`config.mk`:
```
export PLATFORM = sky130hd
export DESIGN_NAME = sd_block_read_arbiter_flat
export DESIGN_NICKNAME = d
export VERILOG_FILES = /design/src/rtl/sd_block_read_arbiter_if.sv /design/src/rtl/sd_block_read_arbiter.sv /design/src/flat_wrapper.sv
export SDC_FILE = /design/constraint.sdc
export NUM_CORES = 1
export LEC_CHECK = 0
export CAP_MARGIN = 20
export CORE_UTILIZATION = 48
export DETAILED_ROUTE_END_ITERATION = 8
export GPL_TIMING_DRIVEN = 1
export HOLD_SLACK_MARGIN = 0.03
export PLACE_DENSITY = 0.86
export SYNTH_ARGS = -nofsm -noshare
export SYNTH_HDL_FRONTEND = slang
export SYNTH_SLANG_ARGS = --single-unit
export TNS_END_PERCENT = 1
```
`constraint.sdc`:
```
create_clock -name clk -period 5.25 [get_ports clk]
set_input_delay 0.525 -clock clk [delete_from_list [all_inputs] [get_ports clk]]
set_output_delay 0.525 -clock clk [all_outputs]
set_load 0.03 [all_outputs]
```
`src/rtl/sd_block_read_arbiter_if.sv`:
```
// ----------------------------------------------------------------------------
// sd_block_read_arbiter_if
// Bundles the requester, sd_card and SRAM signals of the block-read arbiter.
//   master : requester/sd_card side (drives requests, SD byte stream, init)
//   slave  : arbiter side (drives grants, completion pulses, SD request, SRAM)
// ----------------------------------------------------------------------------
interface sd_block_read_arbiter_if;
    logic        init_finished;
    logic        req0;
    logic [31:0] addr0;
    logic        req1;
    logic [31:0] addr1;
    logic        gnt0;
    logic        gnt1;
    logic        done0;
    logic        done1;
    logic        err0;
    logic        err1;
    logic        sd_rd_req;
    logic [31:0] sd_blk_addr;
    logic        sd_valid;
    logic [7:0]  sd_dout;
    logic        sram_we;
    logic [8:0]  sram_addr;
    logic [7:0]  sram_din;
    logic        busy;

    modport master (
        output init_finished, req0, addr0, req1, addr1, sd_valid, sd_dout,
        input  gnt0, gnt1, done0, done1, err0, err1, sd_rd_req, sd_blk_addr,
               sram_we, sram_addr, sram_din, busy
    );

    modport slave (
        input  init_finished, req0, addr0, req1, addr1, sd_valid, sd_dout,
        output gnt0, gnt1, done0, done1, err0, err1, sd_rd_req, sd_blk_addr,
               sram_we, sram_addr, sram_din, busy
    );
endinterface

```
`src/rtl/sd_block_read_arbiter.sv`:
```
// ----------------------------------------------------------------------------
// sd_block_read_arbiter
// Shares one sd_card block-read controller between two requesters. Arbitrates
// round-robin, issues a one-cycle rd_req with the latched block address,
// streams the returned bytes into the shared SRAM and ends each transfer with
// a done pulse (all bytes written) or an err pulse (byte stall or card loss).
// Ports:
//   clk      system clock
//   reset_n  asynchronous active-low reset
//   bus      sd_block_read_arbiter_if.slave: requests/grants, done/err pulses,
//            sd_card rd_req/block_addr/valid/dout, SRAM we/addr/din, busy
// ----------------------------------------------------------------------------
module sd_block_read_arbiter #(
    parameter int BLK_BYTES      = 512,
    parameter int TIMEOUT_CYCLES = 1000000
) (
    input  logic                   clk,
    input  logic                   reset_n,
    sd_block_read_arbiter_if.slave bus
);
    localparam int            TW        = $clog2(TIMEOUT_CYCLES) + 1;
    localparam logic [9:0]    LAST_BYTE = 10'(BLK_BYTES - 1);
    localparam logic [TW-1:0] TOUT_LAST = TW'(TIMEOUT_CYCLES - 1);

    typedef enum logic [2:0] {
        S_INIT, S_IDLE, S_ISSUE, S_XFER, S_DONE, S_ABRT
    } state_t;

    state_t        r_state, w_next;
    logic          r_owner, r_last, r_seen_init;
    logic [9:0]    r_byte_cnt;
    logic [TW-1:0] r_tout_cnt;
    logic [31:0]   r_addr;
    logic          w_win, w_active;

    // Round-robin pick: a lone requester wins, a tie goes to the one not
    // served last time.
    always_comb begin
        w_win = bus.req1;
        if (bus.req0 && bus.req1) w_win = ~r_last;
    end

    // State register
    always_ff @(posedge clk or negedge reset_n) begin
        if (!reset_n) r_state <= S_INIT;
        else          r_state <= w_next;
    end

    // Next-state logic
    always_comb begin
        w_next = r_state;
        case (r_state)
            S_INIT:  if (bus.init_finished) w_next = S_IDLE;
            S_IDLE: begin
                if (!bus.init_finished)         w_next = S_INIT;
                else if (bus.req0 || bus.req1)  w_next = S_ISSUE;
            end
            S_ISSUE: w_next = bus.init_finished ? S_XFER : S_ABRT;
            S_XFER: begin
                // Card loss wins over completion on the same cycle.
                if (!bus.init_finished)                         w_next = S_ABRT;
                else if (bus.sd_valid && r_byte_cnt == LAST_BYTE) w_next = S_DONE;
                else if (!bus.sd_valid && r_tout_cnt == TOUT_LAST) w_next = S_ABRT;
            end
            S_DONE:  w_next = S_IDLE;
            S_ABRT:  w_next = S_IDLE;
            default: w_next = S_INIT;
        endcase
    end

    // Grant bookkeeping, byte counter and stall timer
    always_ff @(posedge clk or negedge reset_n) begin
        if (!reset_n) begin
            r_owner     <= 1'b0;
            r_last      <= 1'b1;
            r_byte_cnt  <= '0;
            r_tout_cnt  <= '0;
            r_addr      <= '0;
            r_seen_init <= 1'b0;
        end else begin
            if (r_state == S_INIT && bus.init_finished) r_seen_init <= 1'b1;
            if (r_state == S_IDLE && w_next == S_ISSUE) begin
                r_owner    <= w_win;
                r_last     <= w_win;
                r_addr     <= w_win ? bus.addr1 : bus.addr0;
                r_byte_cnt <= '0;
                r_tout_cnt <= '0;
            end else if (r_state == S_XFER) begin
                if (bus.sd_valid) begin
                    r_byte_cnt <= r_byte_cnt + 10'd1;
                    r_tout_cnt <= '0;
                end else begin
                    r_tout_cnt <= r_tout_cnt + TW'(1);
                end
            end
        end
    end

    // Outputs
    always_comb begin
        w_active        = (r_state == S_ISSUE) || (r_state == S_XFER) ||
                          (r_state == S_DONE)  || (r_state == S_ABRT);
        bus.gnt0        = w_active && !r_owner;
        bus.gnt1        = w_active &&  r_owner;
        bus.done0       = (r_state == S_DONE) && !r_owner;
        bus.done1       = (r_state == S_DONE) &&  r_owner;
        bus.err0        = (r_state == S_ABRT) && !r_owner;
        bus.err1        = (r_state == S_ABRT) &&  r_owner;
        bus.sd_rd_req   = (r_state == S_ISSUE);
        bus.sd_blk_addr = r_addr;
        bus.sram_we     = bus.sd_valid && (r_state == S_XFER);
        bus.sram_addr   = r_byte_cnt[8:0];
        // Data bus is held at zero outside XFER so nothing leaks through in reset.
        bus.sram_din    = (r_state == S_XFER) ? bus.sd_dout : 8'd0;
        // Waiting for the very first init after reset is not busy; an init loss
        // later on (INIT reached again) is.
        bus.busy        = (r_state != S_IDLE) && !((r_state == S_INIT) && !r_seen_init);
    end
endmodule

```
`src/flat_wrapper.sv`:
```
// flat-port wrapper written by rule: the top's interface ports become plain ports
module sd_block_read_arbiter_flat 
#(
    parameter int BLK_BYTES      = 512,
    parameter int TIMEOUT_CYCLES = 1000000
)
  (clk, reset_n, bus_init_finished, bus_req0, bus_addr0, bus_req1, bus_addr1, bus_sd_valid, bus_sd_dout, bus_gnt0, bus_gnt1, bus_done0, bus_done1, bus_err0, bus_err1, bus_sd_rd_req, bus_sd_blk_addr, bus_sram_we, bus_sram_addr, bus_sram_din, bus_busy);
  sd_block_read_arbiter_if bus_i ();
  input  logic clk;
  input  logic reset_n;
  input wire logic [$bits(bus_i.init_finished)-1:0] bus_init_finished;
  input wire logic [$bits(bus_i.req0)-1:0] bus_req0;
  input wire logic [$bits(bus_i.addr0)-1:0] bus_addr0;
  input wire logic [$bits(bus_i.req1)-1:0] bus_req1;
  input wire logic [$bits(bus_i.addr1)-1:0] bus_addr1;
  input wire logic [$bits(bus_i.sd_valid)-1:0] bus_sd_valid;
  input wire logic [$bits(bus_i.sd_dout)-1:0] bus_sd_dout;
  output wire logic [$bits(bus_i.gnt0)-1:0] bus_gnt0;
  output wire logic [$bits(bus_i.gnt1)-1:0] bus_gnt1;
  output wire logic [$bits(bus_i.done0)-1:0] bus_done0;
  output wire logic [$bits(bus_i.done1)-1:0] bus_done1;
  output wire logic [$bits(bus_i.err0)-1:0] bus_err0;
  output wire logic [$bits(bus_i.err1)-1:0] bus_err1;
  output wire logic [$bits(bus_i.sd_rd_req)-1:0] bus_sd_rd_req;
  output wire logic [$bits(bus_i.sd_blk_addr)-1:0] bus_sd_blk_addr;
  output wire logic [$bits(bus_i.sram_we)-1:0] bus_sram_we;
  output wire logic [$bits(bus_i.sram_addr)-1:0] bus_sram_addr;
  output wire logic [$bits(bus_i.sram_din)-1:0] bus_sram_din;
  output wire logic [$bits(bus_i.busy)-1:0] bus_busy;
  assign bus_i.init_finished = bus_init_finished;
  assign bus_i.req0 = bus_req0;
  assign bus_i.addr0 = bus_addr0;
  assign bus_i.req1 = bus_req1;
  assign bus_i.addr1 = bus_addr1;
  assign bus_i.sd_valid = bus_sd_valid;
  assign bus_i.sd_dout = bus_sd_dout;
  assign bus_gnt0 = bus_i.gnt0;
  assign bus_gnt1 = bus_i.gnt1;
  assign bus_done0 = bus_i.done0;
  assign bus_done1 = bus_i.done1;
  assign bus_err0 = bus_i.err0;
  assign bus_err1 = bus_i.err1;
  assign bus_sd_rd_req = bus_i.sd_rd_req;
  assign bus_sd_blk_addr = bus_i.sd_blk_addr;
  assign bus_sram_we = bus_i.sram_we;
  assign bus_sram_addr = bus_i.sram_addr;
  assign bus_sram_din = bus_i.sram_din;
  assign bus_busy = bus_i.busy;
  sd_block_read_arbiter #(.BLK_BYTES(BLK_BYTES), .TIMEOUT_CYCLES(TIMEOUT_CYCLES)) u_core (.clk(clk), .reset_n(reset_n), .bus(bus_i));
endmodule
```
==> Word-level counts from Yosys, hierarchy flattened <==
Index checks and enable logic that the tools add are counted.
{ "totals": {"input_bits": 78, "register_bits": 69} }
{ "classes": {"bitwise": 1, "n_reduce_logical": 27, "n_eq_ne": 9, "add_sub_neg": 2, "n_mux": 17} }
{ "op_table": {"columns": ["operator", "n"], "rows": [
  ["2-to-1 mux 21 bit", 3],
  ["2-to-1 mux 32 bit", 1],
  ["2-to-1 mux 10 bit", 3],
  ["adder 21 x 1 -> 21 bit (second input constant)", 1],
  ["equality test 21 x 20 -> 1 bit (second input constant)", 1],
  ["2-to-1 mux 3 bit", 7],
  ["one-hot mux 3 bit (5 select lines)", 1],
  ["logical AND 1 bit", 14],
  ["adder 10 x 1 -> 10 bit (second input constant)", 1],
  ["equality test 10 x 9 -> 1 bit (second input constant)", 1],
  ["equality test 3 x 2 -> 1 bit (second input constant)", 3],
  ["2-to-1 mux 8 bit", 1],
  ["equality test 3 bit (second input constant)", 2],
  ["logical NOT 1 bit", 4],
  ["logical OR 1 bit", 4],
  ["nonzero test 2 bit", 2],
  ["equality test 3 x 1 -> 1 bit (second input constant)", 1],
  ["logical NOT 3 bit", 1],
  ["!= test 3 x 1 -> 1 bit (second input constant)", 1],
  ["AND reduction 2 bit", 1],
  ["OR reduction 2 bit", 1],
  ["2-to-1 mux 1 bit", 1],
  ["NOT 1 bit", 1]
]} }

==> Logic depth before layout (Yosys ltp) <==
{ "logic_depth": {"ltp_word": 10, "mapped_depth": 7, "mapped_depth_nobuf": 5} }

==> Worst setup path after synthesis <==
No wires, ideal clock.
{ "synth_timing": {"path_kind": "reg-to-output", "start": "register u_core.r_state[1]", "end": "output port bus_done0", "path_stages_with_launch": 4, "slack_ps": 3356, "t_arrival_ps": 1369, "path_cell_list": "dfrtp_1 -> buf_2 -> nand2b_1 -> nor3_1"} }
{ "synth_between": {"elab_chain_cells": 2} }
{ "synth_rtl": {"columns": ["element", "line", "text"], "rows": [
  ["start, declared", "sd_block_read_arbiter.sv:29", "state_t r_state, w_next;"],
  ["start signal, assigned", "sd_block_read_arbiter.sv:46", "else r_state <= w_next;"],
  ["equality test 3 bit", "sd_block_read_arbiter.sv:105", "bus.done0 = (r_state == S_DONE) && !r_owner;"],
  ["logical AND 1 bit", "sd_block_read_arbiter.sv:105", null],
  ["end, declared", "flat_wrapper.sv:20", "output wire logic [$bits(bus_i.done0)-1:0] bus_done0;"]
]} }
Every way passes these cells.

==> Final worst setup path <==
{ "layout_timing": {"start": "register u_core.r_state[0]", "end": "output port bus_sram_din[5]"} }
{ "layout_between": {"elab_chain_cells": 2} }
{ "layout_rtl": {"columns": ["element", "line", "text"], "rows": [
  ["equality test 3 x 2 -> 1 bit", "sd_block_read_arbiter.sv:114", "bus.sram_din = (r_state == S_XFER) ? bus.sd_dout : 8'd0;"],
  ["2-to-1 mux 8 bit", "sd_block_read_arbiter.sv:114", null],
  ["end, declared", "flat_wrapper.sv:28", "output wire logic [$bits(bus_i.sram_din)-1:0] bus_sram_din;"]
]} }
Every way passes these cells.

==> metrics.txt <==
min-delay worst type=primary input to async pin; sequential share of the synthesized area=46.99%; area delta synth->final=43.31%; setup TNS=0 ps; Synth Net Count=between 400 and 500; Pre-antenna DRT Iters=5; Required @ worst endpoint=4720 ps; GRT Total Usage=between 20% and 30%; Worst-Margin Slew=885.1 ps; CTS-repair resized insts=0; Clock Path Buffers=2; kind of critical path=register to primary output; Sequential Power Share=~33%; sw frac=40.16%; Routed WL=about 10000 µm; Worst Setup End Kind=primary output; Root Buffer=clkbuf_8; asr flop ratio synth=100.0%; crit-path max FO=12; Psw=967.8 µW; fin crit share=56.99%; clock share of power=21.6%; Die Y=89.53 µm; Netlist cell types=44; grt ovf=0; Die Area=approximately 0.0080 mm²; die width=89.53 µm; layout cells sized above 1=5.859%; Primary FF master, synth=dfrtp_1; status=finished clean; FMAX=334.2 MHz; synth top area cells=dfrtp_1 (46%), mux2i_1 (9.3%), o21ai_0 (7.6%); Reg clk slew, reported paths=~80 ps; post-synth top area share=between 40 and 50%; Final Hold Fails=0; slew margin rel.=between 40% and 50%; worst skew pair latency=350 ps; Crit path arrival time=approximately 2500 ps; top-count cell post-synth=dfrtp_1; Core Area=0.007331 mm²; routability congestion estimate=0.7895; pwr/cell area=457.3 mW/mm²; RSZ-0062 raised after global routing=false; cell taking the most area after synthesis=dfrtp_1; Tmin final=2992 ps; NumNets Final=between 500 and 600; HPWL Detailed=7203 µm; CTS tree=yes; P_leak=0.002279 µW; Std-Cell Rows=31; Vias per Instance=5.624; IO Count=between 100 and 150; H-tree depth=3; Post-Route Skew=around 11 ps; 1st-iter DRT viols=221; number of flops mapped to enable cells by yosys=0; DRC violations left=0; Yosys warning count=0; CTS Buf Count=9; Antenna diodes=0; largest net degree at the start of global routing=70; final core occ=71.89%; Max VDD drop=0.3363 mV; TritonCTS sink count=between 60 and 70; cts hold-fix bufs=0; mapped cell area=0.003677 mm²; Post-DRT Antenna Nets=0; #FFs+latches synth=69; Comb pwr share=between 40% and 50%; internal power=1442 µW; Initial Utilization=50.16%; port buffer count=135; Mapped Cells=388; vias in the first global route=approximately 3200; Avg Synthesized Cell Area=9.478 µm²; wire per inst=16.06 µm; commonest cells in the netlist=dfrtp_1 (68), nand2_1 (56), o21ai_0 (56); first-pass GRT wire length=roughly 15000 µm; Setup Buffers After CTS=0; initial antenna violation count=0; pins over their slew limit=0; max cap viols=0; startpoint types=register; Final Setup Violations=0; vias=roughly 3400
[final timing paths]
check,cells past startpoint,slack [ps],start,endpoint
worst max register to register,4,2990,u_core.r_state[0]$_DFF_PN0_,u_core.r_tout_cnt[20]$_DFFE_PN0P_
worst min register to register,2,460,u_core.r_seen_init$_DFFE_PN0P_,u_core.r_seen_init$_DFFE_PN0P_
max in group asynchronous,2,4290,reset_n,u_core.r_byte_cnt[8]$_DFFE_PN0P_
worst min-delay path,2,360,reset_n,u_core.r_tout_cnt[10]$_DFFE_PN0P_
worst max-delay path,4,2260,u_core.r_state[0]$_DFF_PN0_,bus_sram_din[5]
min in group clk,2,460,u_core.r_seen_init$_DFFE_PN0P_,u_core.r_seen_init$_DFFE_PN0P_
[stage by stage]
| step | worst slack, ps | instance area [µm²] | std cells | total power [µW] | hold slack [ps] |
|---|---|---|---|---|---|
| after floorplan | 3356 | 3677 | 388 | 1418 | 229.4 |
| after global placement | 2494 | 4995 | 592 | 1849 | 438.0 |
| after detailed placement | 2452 | 4995 | 592 | 1884 | 444.3 |
| after CTS | 2227 | 5234 | 608 | 2411 | 399.7 |
| after global routing | 2118 | 5270 | 611 | 2537 | 453.4 |
| final | 2258 | 5270 | 611 | 2410 | 359.4 |
[worst max-delay path, stage by stage, from the launching register on]
cell             delay, ps
dfrtp_1                570
inv_1                  230
nor2_1                 460
and2_1                 210
clkdlybuf4s50_1        670
[flip-flops by register name, indices dropped and copies added, names as in the netlist]
name and flops:
u_core.r_seen_init 1, u_core.r_byte_cnt 10, u_core.bus.sd_blk_addr 32, u_core.r_tout_cnt 21, u_core.r_last 1, u_core.r_state 3, u_core.r_owner 1
[power by group through the flow]
stage,Sequential [µW],Clock [µW],Combinational (µW)
floorplan,991,0,427
global placement,788,0,1060
detailed placement,799,0,1090
CTS,791,531,1090
global route,810,547,1180
finish,790,521,1100
[routing by layer]
layer  up-vias  wire [µm]  GRT usage, %
met2       154       5175         43.44
met1      1641       3790         28.71
met5         -          0             0
met3        17        653         4.801
met4         0        195         10.53
li1       1624          -             -
[cell families after synthesis]
| logic type | count (synthesis) | share of synthesized area (%) |
|---|---|---|
| compound gates | 91 | 14.32 |
| simple gates | 146 | 21.40 |
| fa+ha+maj | 2 | 0.6804 |
| buf+inv | 40 | 5.920 |
| flops | 69 | 46.99 |
| mux | 34 | 9.255 |
| xor+xnor | 6 | 1.429 |
[layout by cell type (no fill, tap or decap), drive strengths merged, types with 5 or more instances in the layout]
master | synthesis | final
a21oi | 8 | 8
and2 | 11 | 11
and4 | 5 | 5
buf | 21 | 7
clkbuf | 12 | 10
clkdlybuf4s50 | 0 | 134
dfrtp | 68 | 68
inv | 7 | 7
mux2i | 34 | 34
nand2 | 56 | 56
nand3 | 17 | 17
nand4 | 11 | 11
nor2 | 13 | 13
nor3 | 6 | 6
o211ai | 9 | 9
o21ai | 56 | 56
or4 | 8 | 8
xor2 | 5 | 5
[final cells by class]
type / instances / area, µm²
fillers: 531 / 2061
clock buffers: 10 / 127.6
multi-input cells: 279 / 1748
repair buffers: 141 / 1405
well taps: 99 / 123.9
inverters: 7 / 26.28
clock inverters: 6 / 111.4
flip-flops and latches: 69 / 1728
(Power assumes the default switching activity.)
